--- src/rtl/spi_pkg.sv ---
// Shared definitions for the SPI responder: FSM states, SPI mode and defaults.
package spi_pkg;

  typedef enum logic {
    ST_IDLE   = 1'b0,
    ST_ACTIVE = 1'b1
  } state_t;

  // Only SPI mode 0 is implemented.
  localparam bit SPI_CPOL = 1'b0;
  localparam bit SPI_CPHA = 1'b0;

  localparam int unsigned DEFAULT_DATA_WIDTH = 8;
  // IDLE_WORD defaults to this bit replicated across the word (all-ones).
  localparam logic DEFAULT_IDLE_BIT = 1'b1;

endpackage

--- src/rtl/spi_sync_edge.sv ---
// Two-flop synchroniser plus edge register for one asynchronous pin.
// Ports:
//   clk   : system clock
//   rst   : synchronous active-high reset (clears the edge pulses only)
//   din   : asynchronous pin
//   level : synchronised level
//   rise  : registered one-cycle pulse on a 0->1 transition
//   fall  : registered one-cycle pulse on a 1->0 transition
module spi_sync_edge (
  input  logic clk,
  input  logic rst,
  input  logic din,
  output logic level,
  output logic rise,
  output logic fall
);

  // [0],[1] synchroniser, [2] edge history
  logic [2:0] sync_q;

  // The chain keeps tracking the pin during reset, so a pin already low when
  // reset releases does not produce a spurious edge.
  always_ff @(posedge clk) begin
    sync_q <= {sync_q[1:0], din};
    if (rst) begin
      rise <= 1'b0;
      fall <= 1'b0;
    end else begin
      rise <= sync_q[1] & ~sync_q[2];
      fall <= ~sync_q[1] & sync_q[2];
    end
  end

  assign level = sync_q[1];

endmodule

--- src/rtl/spi_target.sv ---
// SPI responder, mode 0 (CPOL=0, CPHA=0), MSB first, oversampled in clk_i.
// Ports:
//   clk_i, rst_i         : system clock, synchronous active-high reset
//   sclk_i/cs_n_i/mosi_i : asynchronous SPI pins from the initiator
//   miso_o, miso_oe_o    : responder data and pad enable
//   tx_data_i/valid_i    : host TX write, accepted when tx_ready_o=1
//   tx_ready_o           : TX buffer empty
//   rx_data_o/valid_o    : last complete received word and update pulse
//   rx_abort_o           : CS released mid-word
//   tx_underrun_o        : a word started with the TX buffer empty
//   busy_o               : frame active
module spi_target
  import spi_pkg::*;
#(
  parameter int unsigned           DATA_WIDTH = DEFAULT_DATA_WIDTH,
  parameter int unsigned           FREQ_CLK   = 100000000,
  parameter int unsigned           FREQ_SPI   = 2000000,
  parameter logic [DATA_WIDTH-1:0] IDLE_WORD  = {DATA_WIDTH{DEFAULT_IDLE_BIT}}
) (
  input  logic                  clk_i,
  input  logic                  rst_i,
  input  logic                  sclk_i,
  input  logic                  cs_n_i,
  input  logic                  mosi_i,
  output logic                  miso_o,
  output logic                  miso_oe_o,
  input  logic [DATA_WIDTH-1:0] tx_data_i,
  input  logic                  tx_valid_i,
  output logic                  tx_ready_o,
  output logic [DATA_WIDTH-1:0] rx_data_o,
  output logic                  rx_valid_o,
  output logic                  rx_abort_o,
  output logic                  tx_underrun_o,
  output logic                  busy_o
);

  localparam int unsigned           CNT_W    = $clog2(DATA_WIDTH);
  localparam logic [CNT_W-1:0]      LAST_BIT = CNT_W'(DATA_WIDTH - 1);

  // Elaboration guards: word length, oversampling ratio, SPI mode.
  if (DATA_WIDTH < 4) begin : g_bad_width
    $error("spi_target: DATA_WIDTH must be at least 4");
  end
  if (FREQ_CLK < 12 * FREQ_SPI) begin : g_bad_freq
    $error("spi_target: FREQ_CLK must be at least 12 * FREQ_SPI");
  end
  if (SPI_CPOL != 1'b0 || SPI_CPHA != 1'b0) begin : g_bad_mode
    $error("spi_target: only SPI mode 0 is supported");
  end

  logic sclk_level, sclk_rise, sclk_fall;
  logic cs_level, cs_rise, cs_fall;
  logic mosi_s, mosi_rise, mosi_fall;

  spi_sync_edge u_sync_sclk (
    .clk(clk_i), .rst(rst_i), .din(sclk_i),
    .level(sclk_level), .rise(sclk_rise), .fall(sclk_fall)
  );

  // cs_n_i rising means CS released, falling means CS asserted.
  spi_sync_edge u_sync_cs (
    .clk(clk_i), .rst(rst_i), .din(cs_n_i),
    .level(cs_level), .rise(cs_rise), .fall(cs_fall)
  );

  spi_sync_edge u_sync_mosi (
    .clk(clk_i), .rst(rst_i), .din(mosi_i),
    .level(mosi_s), .rise(mosi_rise), .fall(mosi_fall)
  );

  // Levels of SCLK/CS and MOSI edges are not needed by the protocol logic.
  logic unused_sync;
  assign unused_sync = ^{sclk_level, cs_level, mosi_rise, mosi_fall};

  state_t                state_q, state_d;
  logic [CNT_W-1:0]      bit_cnt_q, bit_cnt_d;
  logic [DATA_WIDTH-2:0] rx_shift_q, rx_shift_d;   // first W-1 bits of a word
  logic [DATA_WIDTH-1:0] tx_word_q, tx_word_d;     // word being shifted out
  logic [DATA_WIDTH-1:0] tx_buf_q, tx_buf_d;
  logic                  tx_empty_q, tx_empty_d;
  logic                  miso_q, miso_d;
  logic                  busy_q;
  logic [DATA_WIDTH-1:0] rx_data_q, rx_data_d;
  logic                  rx_valid_q, rx_valid_d;
  logic                  rx_abort_q, rx_abort_d;
  logic                  tx_underrun_q, tx_underrun_d;

  // State and datapath registers.
  always_ff @(posedge clk_i) begin
    if (rst_i) begin
      state_q       <= ST_IDLE;
      bit_cnt_q     <= '0;
      rx_shift_q    <= '0;
      tx_word_q     <= '0;
      tx_buf_q      <= '0;
      tx_empty_q    <= 1'b1;
      miso_q        <= 1'b0;
      busy_q        <= 1'b0;
      rx_data_q     <= '0;
      rx_valid_q    <= 1'b0;
      rx_abort_q    <= 1'b0;
      tx_underrun_q <= 1'b0;
    end else begin
      state_q       <= state_d;
      bit_cnt_q     <= bit_cnt_d;
      rx_shift_q    <= rx_shift_d;
      tx_word_q     <= tx_word_d;
      tx_buf_q      <= tx_buf_d;
      tx_empty_q    <= tx_empty_d;
      miso_q        <= miso_d;
      busy_q        <= (state_d == ST_ACTIVE);
      rx_data_q     <= rx_data_d;
      rx_valid_q    <= rx_valid_d;
      rx_abort_q    <= rx_abort_d;
      tx_underrun_q <= tx_underrun_d;
    end
  end

  // Next-state, shifting and host buffer logic.
  always_comb begin
    state_d       = state_q;
    bit_cnt_d     = bit_cnt_q;
    rx_shift_d    = rx_shift_q;
    tx_word_d     = tx_word_q;
    tx_buf_d      = tx_buf_q;
    tx_empty_d    = tx_empty_q;
    miso_d        = miso_q;
    rx_data_d     = rx_data_q;
    rx_valid_d    = 1'b0;
    rx_abort_d    = 1'b0;
    tx_underrun_d = 1'b0;

    case (state_q)
      ST_IDLE: begin
        bit_cnt_d = '0;
        if (cs_fall) state_d = ST_ACTIVE;
      end
      ST_ACTIVE: begin
        if (cs_rise) begin
          // CS release wins over any SCLK edge seen in the same cycle.
          state_d    = ST_IDLE;
          bit_cnt_d  = '0;
          rx_shift_d = '0;
          tx_word_d  = '0;
          miso_d     = 1'b0;
          rx_abort_d = (bit_cnt_q != '0);
        end else begin
          // Keep the next word's MSB on the pin until its first rising edge.
          if (bit_cnt_q == '0)
            miso_d = tx_empty_q ? IDLE_WORD[DATA_WIDTH-1] : tx_buf_q[DATA_WIDTH-1];

          if (sclk_rise) begin
            rx_shift_d = {rx_shift_q[DATA_WIDTH-3:0], mosi_s};
            if (bit_cnt_q == '0) begin
              tx_word_d     = tx_empty_q ? IDLE_WORD : tx_buf_q;
              tx_empty_d    = 1'b1;
              tx_underrun_d = tx_empty_q;
            end
            if (bit_cnt_q == LAST_BIT) begin
              bit_cnt_d  = '0;
              rx_data_d  = {rx_shift_q, mosi_s};
              rx_valid_d = 1'b1;
            end else begin
              bit_cnt_d = bit_cnt_q + CNT_W'(1);
            end
          end else if (sclk_fall && bit_cnt_q != '0) begin
            miso_d = tx_word_q[LAST_BIT - bit_cnt_q];
          end
        end
      end
      default: state_d = ST_IDLE;
    endcase

    // Host write after the pop, so a write landing on an underrun pop is kept.
    if (tx_valid_i && tx_empty_q) begin
      tx_buf_d   = tx_data_i;
      tx_empty_d = 1'b0;
    end
  end

  assign miso_o        = miso_q;
  assign miso_oe_o     = busy_q;
  assign busy_o        = busy_q;
  assign tx_ready_o    = tx_empty_q;
  assign rx_data_o     = rx_data_q;
  assign rx_valid_o    = rx_valid_q;
  assign rx_abort_o    = rx_abort_q;
  assign tx_underrun_o = tx_underrun_q;

endmodule

--- config.mk ---
export PLATFORM = sky130hd
export DESIGN_NAME = spi_target
export DESIGN_NICKNAME = d
export VERILOG_FILES = /design/src/rtl/spi_pkg.sv /design/src/rtl/spi_sync_edge.sv /design/src/rtl/spi_target.sv
export SDC_FILE = /design/constraint.sdc
export NUM_CORES = 1
export LEC_CHECK = 0
export ABC_AREA = 1
export CORE_UTILIZATION = 30
export DETAILED_ROUTE_END_ITERATION = 7
export HOLD_SLACK_MARGIN = 0.08
export PLACE_DENSITY = 0.58
export SKIP_CTS_REPAIR_TIMING = 1
export SLEW_MARGIN = 10
export SYNTH_ARGS = -nofsm -noshare
export SYNTH_HDL_FRONTEND = slang
export SYNTH_SLANG_ARGS = --single-unit
--- constraint.sdc ---
create_clock -name clk_i -period 4.1 [get_ports clk_i]
set_clock_uncertainty 0.1 [all_clocks]
set_input_delay 0.41 -clock clk_i [delete_from_list [all_inputs] [get_ports clk_i]]
set_output_delay 0.41 -clock clk_i [all_outputs]
set_load 0.02 [all_outputs]
* After elaboration in Yosys (flattened, before gate mapping) *
Index checks and enable logic that the tools add are counted.

word-level totals
  output and inout port bits = 15
  register bits = 52
  input bits = 14
  word-level logic and storage cells = 78

operators by class
  equal/unequal tests = 3
  order comparisons = 1
  add/subtract/negate cells = 2
  mux-type cells = 26
  reduce and logical (&&, ||, !) cells = 16
  bitwise operators = 12

operators by type and width
  cell                                                 count
  2-to-1 mux 8 bit                                     4
  2-to-1 mux 1 bit                                     14
  2-to-1 mux 7 bit                                     2
  nonzero test 2 bit                                   5
  2-to-1 mux 3 bit                                     3
  inverter 1 bit                                       8
  AND reduction 4 bit                                  2
  case mux 3 bit (2 select lines)                      1
  OR reduction 5 bit                                   1
  bitwise AND 1 bit                                    4
  < comparator 3 x 4 -> 1 bit (second input constant)  1
  OR reduction 4 bit                                   1
  adder 3 x 1 -> 3 bit (second input constant)         1
  binary-select mux 1 bit (select 3 bit)               1
  equality test 3 bit (second input constant)          1
  logical NOT 3 bit                                    1
  != test 3 x 1 -> 1 bit (second input constant)       1
  AND reduction 3 bit                                  1
  nonzero test 3 bit                                   1
  OR reduction 3 bit                                   1
  subtractor 3 bit (first input constant)              1
  logical AND 1 bit                                    2
  != test 2 bit (second input constant)                1
  case mux 1 bit (2 select lines)                      1
  AND reduction 2 bit                                  1

* Depth between registers and ports, before layout *
  word-level depth = 6
  mapped depth = 10
  gate-level depth less buffers = 10

* By module *
A second synthesis with hierarchy kept.

unflattened totals
  cell total of the unflattened synthesis = 229
  area, all modules = 1,969.4 um2

modules (own cells, without submodules)
  module         area an instance (um2)  cells each  sequential area each (um2)  times used
  spi_target     1,601.5                 196         800.8                       1
  spi_sync_edge  122.6                   11          100.1                       3

* Least setup slack after synthesis *
OpenSTA, ideal clock, no wires.

  path type = register -> register
  start point = reg busy_o (netlist name)
  end point = reg rx_data_q[2], in the netlist rx_data_o[2]
  period minus slack after synthesis = 1.541 ns
  arrival = 1.375 ns
  setup time = 0.066 ns
  required time = 3.934 ns
  cell stages (with the launch flop) = 10
  slack = 2.559 ns
  buffers on the path = 1
  cell sequence = dfxtp_1 -> inv_2 -> nor2_4 -> inv_2 -> nor2_4 -> nand3_4 -> clkinv_2 -> buf_8 -> o21ai_2 -> a21oi_2

RTL lines
  element                 RTL line           text
  end signal: assignment  spi_target.sv:112  rx_data_q <= rx_data_d;
  end: declaration        spi_target.sv:83   logic [DATA_WIDTH-1:0] rx_data_q, rx_data_d;

* Final worst setup path *
  start point = reg tx_empty_q, in the netlist tx_ready_o
  end point = out tx_ready_o

RTL lines
  element                   RTL line           text
  start: declaration        spi_target.sv:80   logic tx_empty_q, tx_empty_d;
  start signal: assignment  spi_target.sv:109  tx_empty_q <= tx_empty_d;
  end: declaration          spi_target.sv:29   output logic tx_ready_o,

No word-level cell between the ends.

==> summary.txt <==
Outcome
  – Status: finished, final reports clean

Critical path
  – Crit path DAT: 1.54 ns
  – FF-to-FF Start: bit_cnt_q[0]
  – Critical path origin: tx_ready_o
  – Startpoint Class: register
  – Max incr delay on CP: 0.68 ns
  – Reg2reg end: tx_word_q[3]
  – Crit end category: output port
  – WS Path Type: register to output port
  – CP Cell Sequence: clkdlybuf4s50_1
  – Top delay family on crit path: buffers and inverters
  – Buf/Inv on CP: 1
  – CP Max Fanout: 12
  – CP required: 3.59 ns
  – Critical path capture point: tx_ready_o
  – Crit path depth: 1
  – Slowest-stage cell, CP: clkdlybuf4s50_1
  – Worst reg2reg setup slack: 2.30 ns
  – Reg2Reg Depth: 6

Global routing
  – GRT overflow: 0
  – Initial antenna violation count: 0
  – First-pass GRT wire length: 6560 um
  – Largest net degree at the start of global routing: 28
  – Vias in the first global route: 1399
  – Tot GR Track Use: 12.9%

Floorplan
  – DIE AREA: 6810 um2
  – Die H: 82.5 um
  – Initial Util: 31.9%
  – Rows: 28
  – Die extent in x: 82.5 um
  – I/O pin total: 29
  – Core area: 6100 um2

CTS
  – CTS H-tree depth: 2
  – Reg clk slew, reported paths: 0.09 ns
  – CTS root buffer: clkbuf_8
  – Worst-Skew Late Latency: 0.31 ns
  – CTS buffer count: 5
  – CTS tree: yes
  – Clk buf depth: 2
  – Clk sinks: 52

STA
  – Max Slew Vio Count: 0
  – Final min period: 2.05 ns
  – Slew HR: 38.3%
  – Final hold vios: 0
  – Max Freq: 487 MHz
  – Final setup vio count: 0
  – TNS Setup: 0 ns
  – Tightest Pin Transition: 0.922 ns
  – Post-route setup slack: 2.05 ns
  – Final period utilization: 50.1%
  – RSZ-0062 raised after global routing: false

Routing
  – Detailed Routing Iterations Pass 1: 4
  – Starting DRC count in detailed routing: 47
  – DR vias/cell: 4.62
  – Wire per inst: 11.8 um
  – DR DRC count: 0
  – Total Wirelength: 3820 um
  – Vias: 1497
  – Routed Antenna Nets: 0

Placement
  – RePlAce Congestion: 0.718
  – Worst slack, placed: 1.85 ns
  – # port buffers: 28
  – HPWL Detailed: 2700 um
  – Placement Cell Area: 2260 um2

Final layout
  – Final Util: 38.9%
  – Antenna Cells: 0
  – Area delta synth->final: 22.1%
  – Share of cells above drive strength 1: 10.0%
  – Final #Nets: 265
  – Finished Cell Area: 2370 um2
  – Fillers: 632

Power and ir drop
  – VDD IR max: 0.166 mV
  – Lkg Pwr: 0.888 nW
  – PwrDens: 403 nW/um2

Logic synthesis
  – Largest area contributor in the netlist: dfxtp_1
  – Number of synthesized flops with an enable pin: 0
  – Async set-reset flop share out of synthesis: 0%
  – Syn Inst Count: 221
  – Synth Register Bits: 52
  – Register area share after synthesis: 53.5%
  – Post-synthesis cell area: 1940 um2
  – Count of cell types in the netlist: 33
  – Post-synth top area share: 53.5%
  – Top-count cell post-synth: dfxtp_1
  – Ranking of synthesized cells by area: dfxtp_1 (54%), nor2_1 (7.3%), o21ai_0 (6.7%), nand2_1 (5.0%), nand3_1 (3.9%)
  – Top_reg_cell synth: dfxtp_1
  – Synthesized Nets: 238
  – Synth warn: 0
  – Synth cell count leaders: dfxtp_1 (52), nor2_1 (38), nand2_1 (26), o21ai_0 (26), nand3_1 (15)
  – Syn Area/Cell: 8.80 um2

Job
  – Max_cap viols: 0

Min path
  – Worst Hold Class: register to register
[registers in the layout, indices dropped and copies added, names as in the netlist]
name and cells:
tx_word_q 8, tx_buf_q 8, u_sync_sclk.sync_q 3, u_sync_sclk.rise 1, u_sync_mosi.sync_q 2, tx_ready_o 1, rx_abort_o 1, u_sync_cs.rise 1
busy_o 1, rx_shift_q 7, u_sync_sclk.fall 1, bit_cnt_q 3, tx_underrun_o 1, rx_data_o 8, miso_o 1, u_sync_cs.sync_q 3
rx_valid_o 1, u_sync_cs.fall 1
[cell usage in the layout (no fill, tap or decap), drive strengths merged, types with 2 or more instances in the layout]
cell            n
clkbuf          5
clkdlybuf4s50  28
clkinv          4
a21oi          10
ha              3
o21ai          28
inv            18
nand2          26
nand3          16
nor2           42
o32ai           2
o22ai           3
a211oi          7
dfxtp          52
[area by class of cell]
cell class                      instances  area (um2)  area share [%]
Sequential cell                        52        1040            43.9
Multi-Input combinational cell        141         761            32.1
Timing Repair Buffer                   28         280            11.8
Tap cell                               75        93.8            3.95
Inverter                               20        81.3            3.43
Clock buffer                            5        68.8            2.90
Clock inverter                          3        47.5            2.00
[power breakdown]
part	internal [mW]	switching (mW)	total (mW)
sequential	0.521	0.0109	0.532
combinational	0.0288	0.0401	0.0688
clock	0.184	0.172	0.356
total	0.734	0.223	0.957
[layer usage]
layer	global-route usage [%]	share of wire (%)	routed length, um
met3	3.63	3.3	125
met1	17.9	53	2020
met5	0	0	0
met4	4.66	1.6	62
met2	18.9	42	1600
[metrics by stage]
step / hold WS, ns / instances / total power [mW]
after floorplan: 0.210 / 221 / 0.586
after global placement: 0.211 / 316 / 0.612
after detailed placement: 0.212 / 316 / 0.613
after CTS: 0.237 / 324 / 0.968
after global routing: 0.252 / 324 / 1.00
final: 0.234 / 324 / 0.957
[worst min path at each step]
| stage | slack, ns | to | startpoint | cells past startpoint |
|---|---|---|---|---|
| 6_report | 0.23 | u_sync_mosi.sync_q[1] | u_sync_mosi.sync_q[0] | 0 |
| 4_1_cts | 0.24 | u_sync_mosi.sync_q[1] | u_sync_mosi.sync_q[0] | 0 |
| 2_1_floorplan | 0.21 | u_sync_cs.sync_q[1] | u_sync_cs.sync_q[0] | 0 |
| 3_3_place_gp | 0.21 | u_sync_cs.sync_q[1] | u_sync_cs.sync_q[0] | 0 |
| 5_1_grt | 0.25 | u_sync_sclk.sync_q[1] | u_sync_sclk.sync_q[0] | 0 |
| 3_5_place_dp | 0.21 | u_sync_mosi.sync_q[1] | u_sync_mosi.sync_q[0] | 0 |
[cell families (layout without fill, tap and decap cells)]
family                     count (synthesis)  after routing  synth area share, %
buffers and inverters                     28             56                 7.34
DFF                                       52             52                 53.5
and+or+nand+nor                           87             87                 20.6
AOI/OAI and AO/OA                         51             51                 16.6
adders and majority gates                  3              3                 1.93
Power figures use the tool's default switching activity.
